<file path="src/rtl/fifo_sync_param_if.sv">
// Producer/consumer bundle for fifo_sync_param. With FIFO_ERR_CNT_EN it also carries the saturating error counters.
// Latency and backpressure: none here, wires only; the FIFO answers every request with a one-cycle ack or err.
// master = producer/consumer side, slave = FIFO side.
interface fifo_sync_param_if #(
    parameter int DATA_WIDTH = 32,
    parameter int ADDR_WIDTH = 3
);
    logic                  wr_en;
    logic [DATA_WIDTH-1:0] din;
    logic                  rd_en;
    logic [DATA_WIDTH-1:0] dout;
    logic [ADDR_WIDTH:0]   data_count;
    logic                  full;
    logic                  empty;
    logic                  almost_full;
    logic                  almost_empty;
    logic                  wr_ack;
    logic                  wr_err;
    logic                  rd_ack;
    logic                  rd_err;
`ifdef FIFO_ERR_CNT_EN
    logic [7:0]            wr_err_cnt;
    logic [7:0]            rd_err_cnt;

    modport master (
        output wr_en, din, rd_en,
        input  dout, data_count, full, empty, almost_full, almost_empty,
        input  wr_ack, wr_err, rd_ack, rd_err, wr_err_cnt, rd_err_cnt
    );
    modport slave (
        input  wr_en, din, rd_en,
        output dout, data_count, full, empty, almost_full, almost_empty,
        output wr_ack, wr_err, rd_ack, rd_err, wr_err_cnt, rd_err_cnt
    );
`else
    modport master (
        output wr_en, din, rd_en,
        input  dout, data_count, full, empty, almost_full, almost_empty,
        input  wr_ack, wr_err, rd_ack, rd_err
    );
    modport slave (
        input  wr_en, din, rd_en,
        output dout, data_count, full, empty, almost_full, almost_empty,
        output wr_ack, wr_err, rd_ack, rd_err
    );
`endif
endinterface

</file>
<file path="src/rtl/fifo_sync_param.sv">
// Parametrised synchronous FIFO with a state register, level flags and ack/err pulses. FIFO_ERR_CNT_EN adds error counters.
// Latency: a request sampled at one edge updates pointers, count, dout and ack/err at that same edge.
// Backpressure: writes when full and reads when empty are rejected with a one-cycle err; rd+wr on full is accepted.
module fifo_sync_param #(
    parameter int DATA_WIDTH = 32,
    parameter int ADDR_WIDTH = 3,
    parameter int AFULL_TH   = 7,
    parameter int AEMPTY_TH  = 1
) (
    input  logic               i_clk,
    input  logic               i_reset,
    fifo_sync_param_if.slave   bus
);
    localparam int DEPTH = 1 << ADDR_WIDTH;
    localparam logic [ADDR_WIDTH:0] L_DEPTH  = DEPTH[ADDR_WIDTH:0];
    localparam logic [ADDR_WIDTH:0] L_AFULL  = AFULL_TH[ADDR_WIDTH:0];
    localparam logic [ADDR_WIDTH:0] L_AEMPTY = AEMPTY_TH[ADDR_WIDTH:0];

    typedef enum logic [2:0] {
        S_INIT,
        S_NO_OP,
        S_WRITE,
        S_WR_ERROR,
        S_READ,
        S_RD_ERROR,
        S_RDWR
    } state_t;

    state_t                r_state;
    state_t                w_next_state;
    logic [DATA_WIDTH-1:0] r_mem [DEPTH];
    logic [ADDR_WIDTH-1:0] r_head;
    logic [ADDR_WIDTH-1:0] r_tail;
    logic [ADDR_WIDTH:0]   r_count;
    logic [DATA_WIDTH-1:0] r_dout;
    logic                  r_rd_rejected;
    logic                  w_full;
    logic                  w_empty;
    logic                  w_wr_go;
    logic                  w_rd_go;

    assign w_full  = (r_count == L_DEPTH);
    assign w_empty = (r_count == '0);

    always_comb begin
        w_next_state = S_NO_OP;
        unique case ({bus.wr_en, bus.rd_en})
            2'b10:   w_next_state = w_full  ? S_WR_ERROR : S_WRITE;
            2'b01:   w_next_state = w_empty ? S_RD_ERROR : S_READ;
            2'b11:   w_next_state = S_RDWR;
            default: w_next_state = S_NO_OP;
        endcase
    end

    // RDWR on a full FIFO still frees a slot for the write; RDWR on empty loses only the read.
    assign w_wr_go = (w_next_state == S_WRITE) || (w_next_state == S_RDWR);
    assign w_rd_go = (w_next_state == S_READ) || ((w_next_state == S_RDWR) && !w_empty);

    always_ff @(posedge i_clk) begin
        if (i_reset) begin
            r_state       <= S_INIT;
            r_head        <= '0;
            r_tail        <= '0;
            r_count       <= '0;
            r_dout        <= '0;
            r_rd_rejected <= 1'b0;
        end else begin
            r_state       <= w_next_state;
            r_rd_rejected <= (w_next_state == S_RDWR) && w_empty;
            if (w_wr_go) begin
                r_head <= r_head + 1'b1;
            end
            if (w_rd_go) begin
                r_tail <= r_tail + 1'b1;
                r_dout <= r_mem[r_tail];
            end
            unique case ({w_wr_go, w_rd_go})
                2'b10:   r_count <= r_count + 1'b1;
                2'b01:   r_count <= r_count - 1'b1;
                default: r_count <= r_count;
            endcase
        end
    end

    // Storage is deliberately left out of reset; a read on the same edge sees the old word.
    always_ff @(posedge i_clk) begin
        if (!i_reset && w_wr_go) begin
            r_mem[r_head] <= bus.din;
        end
    end

`ifdef FIFO_ERR_CNT_EN
    logic [7:0] r_wr_err_cnt;
    logic [7:0] r_rd_err_cnt;

    always_ff @(posedge i_clk) begin
        if (i_reset) begin
            r_wr_err_cnt <= '0;
            r_rd_err_cnt <= '0;
        end else begin
            if ((w_next_state == S_WR_ERROR) && (r_wr_err_cnt != 8'hFF)) begin
                r_wr_err_cnt <= r_wr_err_cnt + 1'b1;
            end
            if (bus.rd_en && !w_rd_go && (r_rd_err_cnt != 8'hFF)) begin
                r_rd_err_cnt <= r_rd_err_cnt + 1'b1;
            end
        end
    end

    assign bus.wr_err_cnt = r_wr_err_cnt;
    assign bus.rd_err_cnt = r_rd_err_cnt;
`endif

    assign bus.dout         = r_dout;
    assign bus.data_count   = r_count;
    assign bus.full         = w_full;
    assign bus.empty        = w_empty;
    assign bus.almost_full  = (r_count >= L_AFULL);
    assign bus.almost_empty = (r_count <= L_AEMPTY);

    // Acks/errs are decodes of the state register, so each lasts exactly the cycle after the request.
    assign bus.wr_ack = (r_state == S_WRITE) || (r_state == S_RDWR);
    assign bus.wr_err = (r_state == S_WR_ERROR);
    assign bus.rd_ack = (r_state == S_READ) || ((r_state == S_RDWR) && !r_rd_rejected);
    assign bus.rd_err = (r_state == S_RD_ERROR) || ((r_state == S_RDWR) && r_rd_rejected);
endmodule

</file>
<file path="src/flat_wrapper.sv">
// flat-port wrapper written by rule: the top's interface ports become plain ports
module fifo_sync_param_flat 
#(
    parameter int DATA_WIDTH = 32,
    parameter int ADDR_WIDTH = 3,
    parameter int AFULL_TH   = 7,
    parameter int AEMPTY_TH  = 1
)
  (i_clk, i_reset, bus_wr_en, bus_din, bus_rd_en, bus_dout, bus_data_count, bus_full, bus_empty, bus_almost_full, bus_almost_empty, bus_wr_ack, bus_wr_err, bus_rd_ack, bus_rd_err);
  fifo_sync_param_if #(.DATA_WIDTH(DATA_WIDTH), .ADDR_WIDTH(ADDR_WIDTH)) bus_i ();
  input  logic i_clk;
  input  logic i_reset;
  input wire logic [$bits(bus_i.wr_en)-1:0] bus_wr_en;
  input wire logic [$bits(bus_i.din)-1:0] bus_din;
  input wire logic [$bits(bus_i.rd_en)-1:0] bus_rd_en;
  output wire logic [$bits(bus_i.dout)-1:0] bus_dout;
  output wire logic [$bits(bus_i.data_count)-1:0] bus_data_count;
  output wire logic [$bits(bus_i.full)-1:0] bus_full;
  output wire logic [$bits(bus_i.empty)-1:0] bus_empty;
  output wire logic [$bits(bus_i.almost_full)-1:0] bus_almost_full;
  output wire logic [$bits(bus_i.almost_empty)-1:0] bus_almost_empty;
  output wire logic [$bits(bus_i.wr_ack)-1:0] bus_wr_ack;
  output wire logic [$bits(bus_i.wr_err)-1:0] bus_wr_err;
  output wire logic [$bits(bus_i.rd_ack)-1:0] bus_rd_ack;
  output wire logic [$bits(bus_i.rd_err)-1:0] bus_rd_err;
  assign bus_i.wr_en = bus_wr_en;
  assign bus_i.din = bus_din;
  assign bus_i.rd_en = bus_rd_en;
  assign bus_dout = bus_i.dout;
  assign bus_data_count = bus_i.data_count;
  assign bus_full = bus_i.full;
  assign bus_empty = bus_i.empty;
  assign bus_almost_full = bus_i.almost_full;
  assign bus_almost_empty = bus_i.almost_empty;
  assign bus_wr_ack = bus_i.wr_ack;
  assign bus_wr_err = bus_i.wr_err;
  assign bus_rd_ack = bus_i.rd_ack;
  assign bus_rd_err = bus_i.rd_err;
  fifo_sync_param #(.DATA_WIDTH(DATA_WIDTH), .ADDR_WIDTH(ADDR_WIDTH), .AFULL_TH(AFULL_TH), .AEMPTY_TH(AEMPTY_TH)) u_core (.i_clk(i_clk), .i_reset(i_reset), .bus(bus_i));
endmodule
</file>
<file path="config.mk">
export PLATFORM = sky130hd
export DESIGN_NAME = fifo_sync_param_flat
export DESIGN_NICKNAME = d
export VERILOG_FILES = /design/src/rtl/fifo_sync_param_if.sv /design/src/rtl/fifo_sync_param.sv /design/src/flat_wrapper.sv
export SDC_FILE = /design/constraint.sdc
export NUM_CORES = 1
export LEC_CHECK = 0
export ABC_AREA = 1
export BUFFER_PORTS_ARGS = -buffer_cell sky130_fd_sc_hd__buf_2
export CORE_MARGIN = 3
export CORE_UTILIZATION = 48
export DETAILED_ROUTE_END_ITERATION = 8
export MAX_ROUTING_LAYER = met4
export PLACE_DENSITY = 0.65
export SLEW_MARGIN = 25
export SYNTH_ARGS = -nofsm -noshare
export SYNTH_HDL_FRONTEND = slang
export SYNTH_SLANG_ARGS = --single-unit
</file>
<file path="constraint.sdc">
create_clock -name i_clk -period 4.6 [get_ports i_clk]
set_input_delay 0.23 -clock i_clk [delete_from_list [all_inputs] [get_ports i_clk]]
set_output_delay 0.23 -clock i_clk [all_outputs]
set_load 0.01 [all_outputs]
</file>
==> metrics.txt <==
status completed; startpoint class of the critical path register; Netlist cell types 23; Syn Nets 1,272; Sum Neg Setup Slack 0 ns; CP Class reg2reg; compound-gate portion of the synthesized area 0.00519; R2R Path End u_core.r_mem[7][14]$_DFFE_PP_; cell area power density between 400 and 500 mW/mm2; worst reg2reg path depth 8; worst path cell trace inv_1 -> ha_1 -> nand4_1 -> nand2_1 -> nor2_1 -> nand2_1 -> nor2_4 -> buf_16; Hold Vio Cnt, Final 0; clk_skew 0.0208 ns; launch point of the worst reg-to-reg path u_core.bus.data_count[0]$_SDFFE_PP0P_; fin crit period ~2.5 ns; worst hold stages 2; clock slew at reported path FFs 0.06 ns; die area 0.0281 mm2; P_leak roughly 6.5 nW; Arr. time, crit path 2.80 ns; die width between 150 and 200 um; #FFs+latches synth 302; Sink Count 302; TritonCTS Buffers 31; Residual DRC 0; critical path launch point u_core.bus.data_count[0]$_SDFFE_PP0P_; RSZ-0062 raised after global routing no; hold_buf cts 36; worst-skew pair later-pin latency 0.56 ns; post-synthesis sequential area ratio 0.686; Post-Synth Adder-Cell Area 0.00598; Hold Crit Start u_core.bus.dout[25]$_SDFFE_PP0N_; syn_area_per_cell 10.2 um2; TritonCTS clock tree done; Routed WL 25,400 um; pin count of the biggest net entering global routing 87; Iteration-0 DRC Markers approximately 550; Root Buffer clkbuf_16; Synth Cell Area 0.0125 mm2; Slew headroom 0.330; share of cells above drive strength 1 0.120; vias in the first global route 7,879; DR vias/cell 4.84; total power slightly above 7 mW; worst reg-to-reg setup slack 2.06 ns; Core Area about 0.025 mm2; Worst EP required 4.86 ns; Post-CTS Setup Inserts 0; count of final max-slew check failures 0; CP dominant cell by count nand2_1; antenna viol nets, final 0; actual slew at the worst max-slew pin ~1.0 ns; first-pass GRT wire length 40,900 um; most frequent cells in the layout 404 x nand2_1, 256 x edfxtp_1, 209 x inv_1, 195 x nand3_1, 79 x buf_2; upper clock frequency limit 393 MHz; die height approximately 170 um; Std-Cell Rows 58; Total GRT Usage 0.184; GP Congestion 0.780; IO Port Bufs a little under 80; Top Ports 80; simple-gate share of the synthesized area 0.213; Max stage delay on crit path 0.55 ns; Critical Path End Type register; Worst path slowest cell nor2_4; Cells after Synth approximately 1,200; post-DP HPWL 14,100 um; Yosys Warn Count 0; post-synthesis mux area share 0; GR Overflow Total 0; Starting Density 0.494; CTS resizes 0; TritonRoute pass-1 iters 5; vias between 8,000 and 9,000; # H-tree levels 1; Max VDD drop 0.000270 V; initial antenna violation count 1; CP Max Fanout 17; maxcap violations 0; period utilisation layout 0.553; hold endpoint u_core.bus.dout[25]$_SDFFE_PP0N_; Synth Area in XOR/XNOR 0.00209; Area Overhead vs Synth 17.9%; final setup violation count 0; Min-Delay Path Class reg2reg; fin nets about 1,400; commonest non-fill, non-tap cell in the layout nand2_1; largest family of logic cells by synthesized area simple AND/OR/NAND/NOR gates; Longest Clk Path Bufs 3; detailed-route wire length per cell between 15 and 20 um
where the power goes:
| group | switching [mW] | internal (mW) | total [mW] |
|---|---|---|---|
| sequential | 0.112 | 3.11 | 3.22 |
| clock | 1.03 | 1.51 | 2.53 |
| combinational | 0.899 | 0.431 | 1.33 |
| total | 2.04 | 5.05 | 7.09 |
critical path: cells and delay by family (launching register included):
family / cells / cell delay [ns]
DFF: 1 / 0.41
and+or+nand+nor: 5 / 1.21
adders and majority gates: 1 / 0.25
buffers and inverters: 2 / 0.34
sequential cells by signal, summed over array words and instances (netlist names):
name,count
u_core.r_tail,3
u_core.bus.data_count,4
u_core.r_mem,256
u_core.r_head,3
u_core.bus.dout,32
u_core.r_rd_rejected,1
u_core.r_state,3
stage by stage:
stage	cell area, um2	cells	hold WS, ns	worst slack, ns	utilization
final	14800	1692	0.448	2.06	0.582
after global routing	14800	1692	0.465	1.78	0.582
after CTS	14700	1688	0.452	1.82	0.579
after detailed placement	13300	1594	0.435	1.85	0.524
after global placement	13200	1589	0.433	1.91	0.518
after floorplan	12500	1230	0.329	1.61	-
worst max path at each step:
stage,endpoint,slack [ns],cells past startpoint
2_1_floorplan,u_core.r_mem[0][0]$_DFFE_PP_,1.61,7
3_3_place_gp,u_core.r_mem[6][29]$_DFFE_PP_,1.91,7
3_5_place_dp,u_core.r_mem[1][1]$_DFFE_PP_,1.85,7
4_1_cts,u_core.r_mem[1][26]$_DFFE_PP_,1.82,7
5_1_grt,u_core.r_mem[7][1]$_DFFE_PP_,1.78,8
6_report,u_core.r_mem[7][14]$_DFFE_PP_,2.06,8
routing by layer:
metal  GRT usage  vias up  wire length, um  part of all wire
met2       0.305      131            12300              0.48
met5           -        -                0                 0
met4      0.0395        0              338             0.013
met3      0.0269       28             1030             0.040
met1       0.246     3861            11800              0.46
li1            -     4163                -                 -
layout make-up:
| type | count | area (um2) |
|---|---|---|
| fill | 2075 | 10600 |
| multi-input combinational | 658 | 2890 |
| inverter | 214 | 806 |
| sequential | 302 | 8610 |
| clock inverter | 20 | 209 |
| timing repair buffer | 129 | 1020 |
| clock buffer | 38 | 832 |
| antenna | 1 | 2.50 |
| tap | 330 | 413 |
synthesized netlist by cell type, drive strengths merged:
library cell	instances	area share
and2	1	0.00050
xor2	3	0.0021
edfxtp	256	0.61
nand4	2	0.0010
nand2	406	0.12
nor4	1	0.00050
dfxtp	46	0.073
inv	214	0.064
buf	46	0.021
clkbuf	10	0.0030
nand3	196	0.079
o21ai	7	0.0028
a21oi	6	0.0024
nor2	28	0.0090
nor3	2	0.00080
ha	6	0.0060
cell families after synthesis:
logic type / after synthesis
xor gates and xnor gates: 3
buffers and inverters: 270
and+or+nand+nor: 636
AOI/OAI and AO/OA: 13
DFF: 302
adders and majority gates: 6
(Power assumes the default switching activity.)
